`src/rtl/logic_op_pkg.sv`:
```
// logic_op_pkg
//   Shared types and the bitwise operator evaluator for logic_op_pipe.
//   op_e      : 2-bit function select (AND, OR, XOR, NAND), applied bitwise
//   apply_op  : evaluates one op_e over 64-bit operands; callers size-cast
//               the result down to their own operand width.
package logic_op_pkg;

  typedef enum logic [1:0] {
    OP_AND  = 2'b00,
    OP_OR   = 2'b01,
    OP_XOR  = 2'b10,
    OP_NAND = 2'b11
  } op_e;

  localparam int MAX_WIDTH  = 64;
  localparam int MAX_STAGES = 4;

  function automatic logic [MAX_WIDTH-1:0] apply_op(
    input op_e                  op,
    input logic [MAX_WIDTH-1:0] p,
    input logic [MAX_WIDTH-1:0] q
  );
    logic [MAX_WIDTH-1:0] r;
    case (op)
      OP_AND:  r = p & q;
      OP_OR:   r = p | q;
      OP_XOR:  r = p ^ q;
      default: r = ~(p & q);
    endcase
    return r;
  endfunction

endpackage

```
`src/rtl/logic_op_stage.sv`:
```
// logic_op_stage
//   One pipeline slot holding {valid, x, y}.
//   clk, rst_n        : clock, asynchronous active-low reset
//   up_valid/up_x/up_y: slot contents offered by the upstream side
//   ready_in          : ready of the slot (or consumer) downstream of this one
//   valid, x, y       : registered slot contents
// The slot loads whenever it is empty or its contents are leaving this cycle.
module logic_op_stage
  import logic_op_pkg::*;
#(
  parameter int WIDTH = 8
) (
  input  logic             clk,
  input  logic             rst_n,
  input  logic             up_valid,
  input  logic [WIDTH-1:0] up_x,
  input  logic [WIDTH-1:0] up_y,
  input  logic             ready_in,
  output logic             valid,
  output logic [WIDTH-1:0] x,
  output logic [WIDTH-1:0] y
);

  logic             valid_reg;
  logic [WIDTH-1:0] x_reg;
  logic [WIDTH-1:0] y_reg;
  logic             load;

  assign load = !valid_reg || ready_in;

  always_ff @(posedge clk or negedge rst_n) begin
    if (!rst_n) begin
      valid_reg <= 1'b0;
      x_reg     <= '0;
      y_reg     <= '0;
    end else if (load) begin
      valid_reg <= up_valid;
      // Data only moves with a real entry, so a bubble never disturbs x/y.
      if (up_valid) begin
        x_reg <= up_x;
        y_reg <= up_y;
      end
    end
  end

  assign valid = valid_reg;
  assign x     = x_reg;
  assign y     = y_reg;

endmodule

```
`src/rtl/logic_op_pipe.sv`:
```
// logic_op_pipe
//   Pipelined two-output bitwise logic cell: x = a op_x b, y = b op_y c.
//   clk, rst_n           : clock, asynchronous active-low reset
//   in_valid/in_ready    : upstream handshake, operands sampled on accept
//   a, b, c, op_x, op_y  : operands and function selects (op_e encoding)
//   out_valid/out_ready  : downstream handshake at the last stage
//   x, y                 : results of the last stage
//   out_count            : delivered results, wrapping modulo 2^CNT_W
module logic_op_pipe
  import logic_op_pkg::*;
#(
  parameter int WIDTH  = 8,
  parameter int STAGES = 2,
  parameter int CNT_W  = 16
) (
  input  logic             clk,
  input  logic             rst_n,
  input  logic             in_valid,
  output logic             in_ready,
  input  logic [WIDTH-1:0] a,
  input  logic [WIDTH-1:0] b,
  input  logic [WIDTH-1:0] c,
  input  logic [1:0]       op_x,
  input  logic [1:0]       op_y,
  output logic             out_valid,
  input  logic             out_ready,
  output logic [WIDTH-1:0] x,
  output logic [WIDTH-1:0] y,
  output logic [CNT_W-1:0] out_count
);

  if (STAGES < 1 || STAGES > MAX_STAGES || WIDTH < 1 || WIDTH > MAX_WIDTH) begin : g_bad_param
    $error("logic_op_pipe: illegal parameters WIDTH=%0d STAGES=%0d", WIDTH, STAGES);
  end

  logic [WIDTH-1:0] x_comb;
  logic [WIDTH-1:0] y_comb;

  assign x_comb = WIDTH'(apply_op(op_e'(op_x), 64'(a), 64'(b)));
  assign y_comb = WIDTH'(apply_op(op_e'(op_y), 64'(b), 64'(c)));

  logic [STAGES-1:0] valid_vec;
  logic [STAGES:0]   ready_vec;
  logic [WIDTH-1:0]  x_s [STAGES];
  logic [WIDTH-1:0]  y_s [STAGES];

  // Ready chain evaluated in one block from the registered valid bits, so
  // the combinational path from out_ready to in_ready has no feedback.
  always_comb begin
    ready_vec         = '0;
    ready_vec[STAGES] = out_ready;
    for (int i = STAGES - 1; i >= 0; i--) begin
      ready_vec[i] = !valid_vec[i] || ready_vec[i+1];
    end
  end

  genvar gi;
  generate
    for (gi = 0; gi < STAGES; gi++) begin : g_stage
      logic             up_valid;
      logic [WIDTH-1:0] up_x;
      logic [WIDTH-1:0] up_y;

      if (gi == 0) begin : g_head
        assign up_valid = in_valid;
        assign up_x     = x_comb;
        assign up_y     = y_comb;
      end else begin : g_body
        assign up_valid = valid_vec[gi-1];
        assign up_x     = x_s[gi-1];
        assign up_y     = y_s[gi-1];
      end

      logic_op_stage #(
        .WIDTH (WIDTH)
      ) u_stage (
        .clk      (clk),
        .rst_n    (rst_n),
        .up_valid (up_valid),
        .up_x     (up_x),
        .up_y     (up_y),
        .ready_in (ready_vec[gi+1]),
        .valid    (valid_vec[gi]),
        .x        (x_s[gi]),
        .y        (y_s[gi])
      );
    end
  endgenerate

  assign in_ready  = ready_vec[0];
  assign out_valid = valid_vec[STAGES-1];
  assign x         = x_s[STAGES-1];
  assign y         = y_s[STAGES-1];

  logic [CNT_W-1:0] out_count_reg;

  always_ff @(posedge clk or negedge rst_n) begin
    if (!rst_n) begin
      out_count_reg <= '0;
    end else if (out_valid && out_ready) begin
      out_count_reg <= out_count_reg + CNT_W'(1);
    end
  end

  assign out_count = out_count_reg;

endmodule

```
`config.mk`:
```
export PLATFORM = sky130hd
export DESIGN_NAME = logic_op_pipe
export DESIGN_NICKNAME = d
export VERILOG_FILES = /design/src/rtl/logic_op_pkg.sv /design/src/rtl/logic_op_stage.sv /design/src/rtl/logic_op_pipe.sv
export SDC_FILE = /design/constraint.sdc
export NUM_CORES = 1
export LEC_CHECK = 0
export ABC_AREA = 1
export CAP_MARGIN = 40
export CELL_PAD_IN_SITES_DETAIL_PLACEMENT = 1
export CELL_PAD_IN_SITES_GLOBAL_PLACEMENT = 2
export CORE_MARGIN = 1
export CORE_UTILIZATION = 33
export CTS_BUF_LIST = sky130_fd_sc_hd__clkbuf_4 sky130_fd_sc_hd__clkbuf_8
export DETAILED_ROUTE_END_ITERATION = 10
export GPL_TIMING_DRIVEN = 1
export MAX_ROUTING_LAYER = met4
export PLACE_DENSITY = 0.89
export SYNTH_ARGS = -nofsm -noshare
export SYNTH_HDL_FRONTEND = slang
export SYNTH_SLANG_ARGS = --single-unit
export TNS_END_PERCENT = 20
```
`constraint.sdc`:
```
create_clock -name clk -period 2.95 [get_ports clk]
set_input_delay 0.4425 -clock clk [delete_from_list [all_inputs] [get_ports clk]]
set_output_delay 0.4425 -clock clk [all_outputs]
set_load 0.05 [all_outputs]
```
# ---- Word level (Yosys, flattened, before mapping)
# Cells that the tools add are included.
dict set report totals {
  ff_bits 50
  input_bits 32
  out_inout_bits 34
}
dict set report op_classes {
  n_addsub 1
  n_eq_ne 4
  n_mux 2
  n_bitwise 8
  n_reduce_logical 9
}
# cell count
set ops {}
lappend ops {{$pmux 8 s3} 2}
lappend ops {{$add 16x1->16 const B} 1}
lappend ops {{$and 8x8->8} 2}
lappend ops {{$not 8->8} 2}
lappend ops {{$or 8x8->8} 2}
lappend ops {{$xor 8x8->8} 2}
lappend ops {{$eq 2x1->1 const B} 2}
lappend ops {{$eq 2x2->1 const B} 2}
lappend ops {{$logic_not 2->1} 2}
lappend ops {{$reduce_and 2->1} 2}
lappend ops {{$logic_not 1->1} 2}
lappend ops {{$logic_or 1x1->1} 2}
lappend ops {{$logic_and 1x1->1} 1}

# ---- Logic depth before layout (Yosys ltp)
# Gate-level depths: netlist of the first run.
dict set report depth {
  depth_word 4
  depth_mapped 8
}

# ---- Modules after synthesis
# A second synthesis of the first run with hierarchy kept.
dict set report hier_totals {
  hier_cells 375
  area_unflattened_um2 3094.2
}
# module instances cells_each area_per_inst_um2 seq_area_each_um2
set by_module_without_submodules {}
lappend by_module_without_submodules {logic_op_pipe 1 229 1707.9 400.4}
lappend by_module_without_submodules {logic_op_stage 2 73 693.2 425.4}

# ---- Worst setup path after synthesis of the first run
# OpenSTA, ideal clock, no wires.
dict set report synth_timing {
  path_type {register -> register}
  startpoint {register g_stage[1].u_stage.valid_reg}
  endpoint {register g_stage[0].u_stage.x_reg[5]}
  t_arrival_ns 1.866
  required_ns 2.829
  path_slack_ns 0.963
  stages_incl_launch_ff 7
  n_path_buf 1
  cell_sequence {dfrtp_1 -> nand3_1 -> nand2_1 -> buf_2 -> a21oi_1 -> nand2_1 -> o21ai_1}
}
dict set report synth_between {
  elab_chain_len 4
}
# item line_no
set synth_rtl {}
lappend synth_rtl {{start: declaration} logic_op_stage.sv:24} ;# logic valid_reg;
lappend synth_rtl {{start signal: assignment} logic_op_stage.sv:37} ;# valid_reg <= up_valid;
lappend synth_rtl {{$logic_not 1->1} logic_op_pipe.sv:53} ;# ready_vec[i] = !valid_vec[i] || ready_vec[i+1];
lappend synth_rtl {{$logic_or 1x1->1} logic_op_pipe.sv:53}
lappend synth_rtl {{$logic_or 1x1->1} -}
lappend synth_rtl {{via in_ready} logic_op_pipe.sv:19} ;# output logic in_ready,
lappend synth_rtl {{$reduce_and 2->1 (no line)} -}
lappend synth_rtl {{end signal: assignment} logic_op_stage.sv:40} ;# x_reg <= up_x;
lappend synth_rtl {{end: declaration} logic_op_stage.sv:25} ;# logic [WIDTH-1:0] x_reg;
# The timed path passes the listed nets, and every way through them passes these cells.
# A chain may end at the register's enable or synchronous reset.

# ---- Worst setup path in the final report of the first run
dict set report layout_timing {
  startpoint {input port out_ready}
  endpoint {output port in_ready}
}
dict set report layout_between {
  elab_chain_len 2
}
# item line_no
set layout_rtl {}
lappend layout_rtl {{start: declaration} logic_op_pipe.sv:26} ;# input logic out_ready,
lappend layout_rtl {{$logic_or 1x1->1 (2 in a row)} logic_op_pipe.sv:53}
lappend layout_rtl {{end: declaration} logic_op_pipe.sv:19}
# Every way passes these cells.

==> impl_metrics.csv, run 1 <==
group,metric,value,unit
die,floorplan.io_pins,66,
timing,fin_worst_skew,0.005071,ns
global_route,grt_use_met3,2.590,%
timing,grt_setup_unrepaired,"false",
global_route,via_count_of_the_first_global_routing_pass,2732,
finish,post_route_cells_drive_above_1_share,6.856,%
yosys,ys.warnings.count,0,
setup_path,cp_cell_sequence,"clkdlybuf4s50_1 -> inv_1 -> nand3_1 -> clkdlybuf4s50_1",
setup_path,worstSetupEndpointType,"primary output",
global_route,antenna_found_initial,1,
clock_network,clock_slew_at_the_register_clock_pins_of_the_worst_setup_and_hold_paths,0.09,ns
setup_path,crit_family,"buffers and inverters",
setup_path,critical_path_required,2.51,ns
pwr,irDropWorstVdd,254.2,uV
clock_network,clkSinkCount,50,
timing,slew_of_the_pin_with_the_lowest_slew_margin,0.5578,ns
clock_network,clockRootBuffer,"sky130_fd_sc_hd__clkbuf_8",
global_route,grt_pass1_wl,12.73,mm
drt,postRouteAntennaNets,0,
finish,area_delta_synth_final,28.62,%
yosys,yosys_register_bits,50,
timing,fin_worst_hold_slack,0.09395,ns
yosys,mappedNetlistArea,2990,sq um
die,start_util,34.12,%
die,die_height,97.20,um
die,core_area,8763,sq um
die,die_w,97.20,um
placement,port-buffer-count,65,
outcome,outcome,"finished clean",
setup_path,worst-path-max-fanout,3,
die,die_area,9447,sq um
clock_network,cts_tree,"yes",
timing,timing.slew.headroom,62.70,%
drt,initialDrtViolationCount,109,
setup_path,worst-path-buf-inv,3,
drt,via_count,2540,
drt,routed_wire_length_per_instance,13.67,um
finish,layout.cells.most_common,"sky130_fd_sc_hd__nand2_1",
clock_network,post_cts_buffers,0,
clock_network,cts_inserted_buffers,5,
global_route,grt.total_usage,17.05,%
yosys,synth.avg_cell_area,8.424,sq um
timing,maxSlewViolCount,0,
finish,fillers,1048,
run,maxCapViolCount,0,
placement,dp.final_hpwl,5.842,mm
drt,firstDrtPassIters,4,
drt,drt-total-wl,7.272,mm
global_route,grt_most_used_layer,"met2",
setup_path,crit_path_start_kind,"primary input",
clock_network,post_cts_hold_buffer_count,0,
drt,drt-vias-per-instance,4.774,
finish,most-common-layout-cells,"sky130_fd_sc_hd__nand2_1, sky130_fd_sc_hd__clkdlybuf4s50_1, sky130_fd_sc_hd__inv_1, sky130_fd_sc_hd__dfrtp_1, sky130_fd_sc_hd__o21ai_0",
timing,achievable-frequency,415.0,MHz
setup_path,data_arrival_critical_path,1.97,ns
timing,report.final.setup_viol,0,
timing,period_minus_slack,2.410,ns
yosys,synth_sequential_area_ratio,41.84,%
hold_path,hold_path.class,"primary input to async pin",
timing,fin_crit_sh,81.69,%
yosys,syn-num-nets,420,
finish,seqCellArea,1251,sq um
timing,final_hold_viol_count,0,
setup_path,critical-path-max-stage-delay,0.82,ns
clock_network,cts_resized,0,
finish,finish.net_count,488,
drt,dr_drc_count,0,
setup_path,cpMostUsedCell,"sky130_fd_sc_hd__clkdlybuf4s50_1",
die,core.rowCount,34,
finish,multi_input_area,1514,sq um
placement,rd_place_congestion,0.7791,
setup_path,cp_slowest_cell,"sky130_fd_sc_hd__clkdlybuf4s50_1",
clock_network,clock_latency_at_the_later_pin_of_the_worst_skew_pair,0.30,ns
global_route,met1_layer_usage_reported_by_global_route,21.40,%
pwr,power.density,625.3,nW/um^2
global_route,grt-ovfl-total,0,
yosys,netlist_instances,355,
yosys,distinct_cells_synth,27,
global_route,largest_net_degree_at_the_start_of_global_routing,30,
setup_path,critPathKind,"primary input to primary output",
clock_network,clock_tree.buffer_depth,2,
global_route,gr-usage-met2,28.71,%
timing,setup_tns,0,ns
pwr,static_leakage,0.001820,uW
clock_network,cts-htree-levels,2,
## path summary, 6_finish.rpt
| kind | start | to | slack [ns] | cells past startpoint |
|---|---|---|---|---|
| min | rst_n | out_count[11] | 0.09 | 1 |
| min reg2reg | g_stage[0].u_stage.y[6] | g_stage[0].u_stage.y[6] | 0.48 | 2 |
| max reg2reg | out_count[0] | out_count[12] | 1.42 | 8 |
| max in group asynchronous | rst_n | g_stage[1].u_stage.y[7] | 2.32 | 2 |
| min in group clk | g_stage[0].u_stage.y[6] | g_stage[0].u_stage.y[6] | 0.48 | 2 |
| max | out_ready | in_ready | 0.54 | 4 |
## metrics by stage
step / std cells / setup WS (ns) / power, uW / utilization, % / area, sq um
final: 532 / 0.5402 / 2405 / 43.89 / 3846
after global routing: 532 / 0.4957 / 2549 / 43.89 / 3846
after CTS: 531 / 0.5403 / 2438 / 43.86 / 3844
after detailed placement: 524 / 0.5462 / 2053 / 42.96 / 3765
after global placement: 523 / 0.5849 / 2022 / 42.73 / 3745
after floorplan: 355 / 0.9630 / 1648 / - / 2990
## final cells by class
class	count	area share, %
Antenna cell	1	0.06506
Inverter	51	4.977
Timing Repair Buffer	67	17.50
Multi-Input combinational cell	248	39.36
Sequential cell	50	32.53
Tap cell	108	3.513
Clock buffer	5	1.789
Clock inverter	2	0.2602
## cells by family (layout without fill, tap and decap cells)
logic type	after synthesis	after routing	share of synthesized area (%)
other	0	1	0
adder cells (fa/ha/maj)	33	33	13.81
XOR/XNOR	9	9	2.636
flip-flops	50	50	41.84
AND/OR/NAND/NOR	141	141	19.92
multiplexers	8	8	3.389
AO/OA/AOI/OAI	57	57	10.88
buffers and inverters	57	125	7.531
## metal layers
metal  wire [um]  vias to the layer above  share of wire (%)
met5           0                        -                  0
met4          85                        0                1.2
met3         278                        9                3.8
met2        3438                       60                 47
met1        3469                     1200                 48
li1            -                     1271                  -
## report_power, final
group	switching [uW]	internal, uW	total, uW	leakage (uW)
sequential	105	842	947	0.000592
combinational	689	387	1080	0.00118
clock	223	160	382	0.0000438
## Yosys cell counts, drive strengths merged
library cell   n  share of area [%]
clkbuf         2               0.29
ha            33                 14
dfrtp         50                 42
nor3b          1               0.25
nor2          37                5.1
o21ai         37                6.2
nand2         84                 11
o211ai        11                2.8
nand4          7                1.5
inv           51                6.4
a21oi          4               0.67
mux2           8                3.4
nand3b         1               0.25
xnor2          4                1.2
buf            4               0.84
nand3          8                1.3
nor3           3               0.67
xor2           5                1.5
o21a           5                1.3
(Power assumes the default switching activity.)
==> run 2: changes to the inputs <==
--- a/config.mk
+++ b/config.mk
@@ -10,12 +10,12 @@
 export CELL_PAD_IN_SITES_DETAIL_PLACEMENT = 1
 export CELL_PAD_IN_SITES_GLOBAL_PLACEMENT = 2
 export CORE_MARGIN = 1
-export CORE_UTILIZATION = 33
+export CORE_UTILIZATION = 31
 export CTS_BUF_LIST = sky130_fd_sc_hd__clkbuf_4 sky130_fd_sc_hd__clkbuf_8
 export DETAILED_ROUTE_END_ITERATION = 10
 export GPL_TIMING_DRIVEN = 1
 export MAX_ROUTING_LAYER = met4
-export PLACE_DENSITY = 0.89
+export PLACE_DENSITY = 0.84
 export SYNTH_ARGS = -nofsm -noshare
 export SYNTH_HDL_FRONTEND = slang
 export SYNTH_SLANG_ARGS = --single-unit
==> constraint.sdc (replaced) <==
create_clock -name clk -period 2.5 [get_ports clk]
set_input_delay 0.375 -clock clk [delete_from_list [all_inputs] [get_ports clk]]
set_output_delay 0.375 -clock clk [all_outputs]
set_load 0.05 [all_outputs]
==> run 2 against run 1 <==
Net effect:
- via count is 0.75% lower
- hold slack better by 0.076 ns
- non-clock buffer count unchanged
- sequential share of layout area is 0.24 points lower
- clock skew is 0.0020 ns lower
- die area rose by 6.3%
- cell count increased by 3.9%
- clock-buffer cell count up 1
- setup slack got worse by 0.026 ns
- global-route usage fell by 1.4 points
- first-iteration DRC count fell by 4.6%
- register-to-register slack worse by 0.40 ns
==> impl_metrics.csv, run 2 (synthesized netlist as in run 1, its figures left out) <==
group,metric,value,unit
setup_path,timing.reg2reg.worst_path_depth,8,
setup_path,worst-path-buf-inv,1,
setup_path,worstSetupEndpointType,"primary output",
die,die_w,100.2,um
run,maxCapViolCount,0,
clock_network,clock_tree.buffer_depth,2,
drt,via_count,2521,
setup_path,worst_reg2reg_startpoint,"out_count[0]",
setup_path,timing.reg2reg.setup_slack,1.02,ns
drt,postRouteAntennaNets,0,
placement,port-buffer-count,65,
setup_path,critPathKind,"register to primary output",
clock_network,post_cts_buffers,0,
clock_network,cts_inserted_buffers,5,
global_route,via_count_of_the_first_global_routing_pass,2556,
setup_path,worst-path-max-fanout,6,
clock_network,clock_latency_at_the_later_pin_of_the_worst_skew_pair,0.30,ns
finish,post_route_cells_drive_above_1_share,7.311,%
placement,rd_place_congestion,0.7758,
pwr,irDropWorstVdd,376.0,uV
timing,fin_worst_skew,0.003091,ns
drt,firstDrtPassIters,4,
drt,initialDrtViolationCount,104,
hold_path,hold_path.class,"primary input to async pin",
clock_network,clock_slew_at_the_register_clock_pins_of_the_worst_setup_and_hold_paths,0.09,ns
die,core.rowCount,35,
clock_network,post_cts_hold_buffer_count,0,
pwr,power.density,746.4,nW/um^2
setup_path,cp_cell_sequence,"clkdlybuf4s50_1",
clock_network,cts_resized,0,
drt,drt-total-wl,7.072,mm
finish,most-common-layout-cells,"sky130_fd_sc_hd__nand2_1, sky130_fd_sc_hd__clkdlybuf4s50_1, sky130_fd_sc_hd__inv_1, sky130_fd_sc_hd__dfrtp_1, sky130_fd_sc_hd__o21ai_0",
die,core_area,9284,sq um
setup_path,cp_slowest_cell,"sky130_fd_sc_hd__clkdlybuf4s50_1",
die,die_area,10040,sq um
timing,slew_of_the_pin_with_the_lowest_slew_margin,0.6373,ns
finish,fillers,1140,
timing,fin_crit_sh,79.42,%
timing,achievable-frequency,503.6,MHz
setup_path,critical_path_required,2.12,ns
finish,finish.net_count,488,
global_route,largest_net_degree_at_the_start_of_global_routing,51,
timing,period_minus_slack,1.986,ns
finish,area_delta_synth_final,29.58,%
global_route,antenna_found_initial,0,
global_route,grt.total_usage,15.65,%
timing,report.final.setup_viol,0,
global_route,grt-ovfl-total,0,
clock_network,clockRootBuffer,"sky130_fd_sc_hd__clkbuf_8",
finish,post_layout_util,41.74,%
timing,maxSlewViolCount,0,
pwr,total_power,2892,uW
setup_path,crit_family,"buffers and inverters",
timing,setup_tns,0,ns
drt,routed_wire_length_per_instance,12.79,um
global_route,grt_pass1_wl,12.15,mm
timing,timing.slew.headroom,57.51,%
clock_network,cts_tree,"yes",
clock_network,clkSinkCount,50,
placement,dp.final_hpwl,5.680,mm
finish,seqCellArea,1251,sq um
finish,layout.cells.most_common,"sky130_fd_sc_hd__nand2_1",
setup_path,critical-path-max-stage-delay,0.85,ns
setup_path,data_arrival_critical_path,1.61,ns
setup_path,crit_path_start_kind,"register",
die,start_util,32.21,%
die,floorplan.io_pins,66,
clock_network,cts-htree-levels,2,
timing,final_hold_viol_count,0,
drt,dr_drc_count,0,
outcome,outcome,"finished clean",
timing,grt_setup_unrepaired,"false",
drt,drt-vias-per-instance,4.559,
finish,n_antenna_cell,0,
finish,multi_input_area,1514,sq um
die,die_height,100.2,um
pwr,static_leakage,0.001820,uW
setup_path,reg2reg_to,"out_count[14]",
-- run 2: report_power, final --
| part | internal (uW) | switching, uW | leakage, uW |
|---|---|---|---|
| combinational | 453 | 808 | 0.00118 |
| sequential | 994 | 132 | 0.000592 |
| clock | 228 | 278 | 0.0000478 |
-- run 2: worst max-delay path by stage --
stage                             start                 endpoint  slack (ns)  cells after the start
6_report                   out_count[6]             out_count[6]        0.51                      1
5_1_grt                    out_count[6]             out_count[6]        0.46                      1
4_1_cts                    out_count[6]             out_count[6]        0.50                      1
3_5_place_dp                  out_ready  g_stage[1].u_stage.y[7]        0.55                      5
3_3_place_gp                  out_ready  g_stage[1].u_stage.y[7]        0.60                      5
2_1_floorplan  g_stage[1].u_stage.valid  g_stage[0].u_stage.x[5]        0.51                      6
-- run 2: per-stage QoR --
stage	cells	setup WS (ns)	hold WS [ns]	area (sq um)
6_report	553	0.5144	0.1695	3875
5_1_grt	553	0.4645	0.2276	3875
4_1_cts	553	0.4984	0.1965	3875
3_5_place_dp	545	0.5492	0.4790	3776
3_3_place_gp	545	0.5994	0.4659	3776
2_1_floorplan	355	0.5130	0.07941	2990
-- run 2: cell type report --
class	count	area share (%)
clock buffers	6	2.131
multi-input cells	248	39.07
inverters	51	4.940
flip-flops and latches	50	32.29
well taps	129	4.165
repair buffers	67	16.98
clock inverters	2	0.4198
-- run 2: metal layers --
layer  track usage [%]  vias to the layer above  wire length, um
met4             3.679                        0               60
met1             19.80                     1186             3407
li1                  -                     1273                -
met3             2.437                        4              254
met5                 -                        -                0
met2             26.29                       58             3350
==> RTL edit 1 (flow settings as in run 2) <==
`WIDTH` is set to 8 in 2 places; all go to 6.
--- a/src/rtl/logic_op_stage.sv
+++ b/src/rtl/logic_op_stage.sv
@@ -9,5 +9,5 @@
   import logic_op_pkg::*;
 #(
-  parameter int WIDTH = 8
+  parameter int WIDTH = 6
 ) (
   input  logic             clk,
--- a/src/rtl/logic_op_pipe.sv
+++ b/src/rtl/logic_op_pipe.sv
@@ -10,5 +10,5 @@
   import logic_op_pkg::*;
 #(
-  parameter int WIDTH  = 8,
+  parameter int WIDTH  = 6,
   parameter int STAGES = 2,
   parameter int CNT_W  = 16
Ports: changed (5 resized); port bits go from 66 to 56. No check against the original RTL was run, so the function may have changed too.
==> RTL edit 1 against run 2 <==
Clock skew is 4.2 ps higher; worst hold slack better by 310 ps; area after synthesis is 17% lower; power is 14% lower; final cell count is 17% lower; final area is 16% lower; sequential cell count is 8 lower; worst setup slack better by 18 ps; routed wire length is 7.8% lower; utilization hardly changed; critical path depth stayed put; non-clock buffer count is 9 lower; critical path type unchanged; critical endpoint is now out_count[10].
==> RTL edit 1: results <==
set metrics [dict create \
    yosysWarnings 0 \
    num_vias 2173 \
    grt_max_degree 29 \
    routed_wl_um 6519 \
    synth_flop_cell "dfrtp_1" \
    swShare 0.4314 \
    yosys.area_share.adder 0.1254 \
    final_layout_size_suffix_gt1_frac 0.08078 \
    first_global_vias 2274 \
    yosys-top-cells-area "dfrtp_1, ha_1, nand2_1" \
    cp_slowest_stage_delay_ps 840 \
    powerSeq_uw 969 \
    cts_hold_buf 1 \
    gp_congestion 0.7901 \
    synth.distinct_cells 23 \
    finalCritPeriodShare 0.7869 \
    drt_iter0_drc 52 \
    comb_cell_power_mw 1.12 \
    powerDensity_nw_per_um2 770.5 \
    post_cts.repair.setup_buffers 0 \
    tightest_slew_ps 504.7 \
    place_ws_ps 576.3 \
    critPathMaxFanout 5 \
    fin_skew_ps 7.307 \
    fillers 935 \
    dp_hpwl_um 5373 \
    placed_area_um2 3154 \
    synth_xor_area_frac 0.03159 \
    antennaDiodeCount 0 \
    root_buffer "clkbuf_8" \
    track_usage 0.1744 \
    syn_area_per_cell_um2 8.372 \
    holdCritPathClass "reg -> reg" \
    rrSetupSlack_ps 1090 \
    async_reset_ff_frac 1.000 \
    p_leak_nw 1.581 \
    grt_antenna_before_repair 0 \
    utilization 0.4175 \
    grt_first_pass_wirelength_um 11170 \
    numPortBuffers 55 \
    hold_slack_ps 483.2 \
    worst-endpoint-arrival_ps 1590 \
    routedWlPerCell_um 14.14 \
    largest_reg_flops 16 \
    final_nets 410 \
    syn-num-nets 349 \
    synth_compound_area_frac 0.07723 \
    muxShareOfSynthArea 0.04514 \
    cts_max_path_buffers 2 \
    vdd_drop_max_mv 0.2508 \
    yosys-top-cells-count "nand2_1, dfrtp_1, inv_1" \
    yosysSeqAreaShare 0.4213 \
    status "completed" \
    dp.cells 453 \
]
==> RTL edit 1: cell types whose count changed after synthesis, moves of 3 or more <==
cell	before	now
o21ai_1	3	0
nand2_1	81	78
mux2_2	5	10
dfrtp_1	50	42
o21ai_0	34	19
nor2_2	6	1
mux2_4	3	0
o21a_1	5	0
inv_1	50	42
ha_1	33	25
==> RTL edit 1: final timing paths <==
| path | end | startpoint | cells after the start |
|---|---|---|---|
| min | g_stage[0].u_stage.y[4] | g_stage[0].u_stage.y[4] | 2 |
| max reg2reg | g_stage[0].u_stage.x[1] | g_stage[1].u_stage.valid | 6 |
| max in group asynchronous | g_stage[1].u_stage.y[4] | rst_n | 3 |
| min in group asynchronous | out_count[11] | rst_n | 2 |
| max | out_count[10] | out_count[10] | 1 |
| min reg2reg | g_stage[0].u_stage.y[4] | g_stage[0].u_stage.y[4] | 2 |
==> RTL edit 1: cell type report <==
type                            count  share of cell area
Clock inverter                      2            0.003086
Sequential cell                    42              0.3241
Timing Repair Buffer               58              0.1752
Clock buffer                        5             0.02122
Multi-Input combinational cell    209              0.3873
Tap cell                          102             0.03935
Inverter                           43             0.04977
==> RTL edit 1: logic make-up (layout without fill, tap and decap cells) <==
| group | Yosys count | count (layout) |
|---|---|---|
| simple gates | 131 | 131 |
| compound gates | 34 | 34 |
| xor+xnor | 9 | 9 |
| fa+ha+maj | 25 | 25 |
| mux | 10 | 10 |
| buf+inv | 47 | 108 |
| flops | 42 | 42 |
==> RTL edit 1: routing by layer <==
metal	wire length, um	global-route usage	share of wire	up-vias
li1	-	-	-	1065
met1	2869	0.2040	0.44	1060
met2	3450	0.3152	0.53	42
met3	135	0.02239	0.021	6
met4	63	0.04688	0.0097	0
met5	0	-	0	-
==> RTL edit 2 (config.mk and constraints of run 2) <==
Without the edit above. Register the output `out_count` once more, cleared by the reset; this adds one clock of latency there. The other outputs are not delayed to match.
--- a/src/rtl/logic_op_pipe.sv
+++ b/src/rtl/logic_op_pipe.sv
@@ -103,5 +103,11 @@
   end
 
-  assign out_count = out_count_reg;
+  always_ff @(posedge clk or negedge rst_n) begin
+    if (!rst_n) begin
+      out_count <= '0;
+    end else begin
+      out_count <= out_count_reg;
+    end
+  end
 
 endmodule
Formal check against the unedited RTL: not equivalent (Yosys sat finds a counterexample within 4 cycles, from zero or initial values and one cycle with rst_n low).
==> RTL edit 2 against run 2 <==
Largest cell class is now flip-flops and latches; fmax fell by 2.3%; worst setup slack got worse by 46 ps; area after synthesis rose by 15%; critical endpoint is now out_valid; routed wire length rose by 16%; power rose by 27%; final area rose by 14%; sequential cell count rose by 16; worst hold slack got worse by 140 ps.
==> RTL edit 2: results <==
set metrics [dict create \
    status "completed" \
    place_ws_ps 505.2 \
    h-tree-depth 3 \
    yosys-top-cells-count "nand2_1, dfrtp_1, inv_1" \
    cts_buffers 9 \
    hold_slack_ps 33.47 \
    powerSeq_mw 1.46 \
    met1_usage 0.1988 \
    yosysSeqAreaShare 0.4812 \
    grt_first_pass_wirelength_um 13740 \
    route.met3.wl_um 238 \
    dp_hpwl_um 6221 \
    wl_met2_um 3944 \
    clkPwrFrac 0.250 \
    insertion_delay_ps 340 \
    first_global_vias 2799 \
    pg_clk_uw 921 \
    comb.multi_input.count 246 \
    nClkBuffers 10 \
    routedWlPerCell_um 13.95 \
    fin_skew_ps 10.49 \
    core_um2 10790 \
    fillers 1291 \
    inverters 53 \
    yosys-top-cells-area "dfrtp_1, ha_1, nand2_1" \
    fin_cells 587 \
    num_vias 2669 \
    synth_compound_area_frac 0.08895 \
    regToRegStartpoint "g_stage[1].u_stage.valid" \
    placed_area_um2 4220 \
    num-nonclk-buffers 66 \
    final_nets 507 \
    synth_xor_area_frac 0.02552 \
    use_met3 0.02371 \
    buf_share 0.1499 \
]
[RTL edit 2: cell families (layout without fill, tap and decap cells)]
kind of cell | Yosys count | in the layout
adders and majority gates | 33 | 33
buffers and inverters | 60 | 135
and+or+nand+nor | 139 | 139
DFF | 66 | 66
muxes | 10 | 10
AOI/OAI and AO/OA | 54 | 54
xor gates and xnor gates | 10 | 10
[RTL edit 2: how the worst max path moves through the flow]
stage | from | end | slack (ps) | cells past startpoint
floorplan | g_stage[1].u_stage.valid | g_stage[0].u_stage.y[2] | 680 | 5
global placement | out_ready | g_stage[1].u_stage.x[7] | 520 | 5
detailed placement | out_ready | g_stage[1].u_stage.x[7] | 510 | 5
CTS | g_stage[1].u_stage.valid | out_valid | 430 | 1
global route | g_stage[1].u_stage.valid | out_valid | 410 | 1
finish | g_stage[1].u_stage.valid | out_valid | 470 | 1
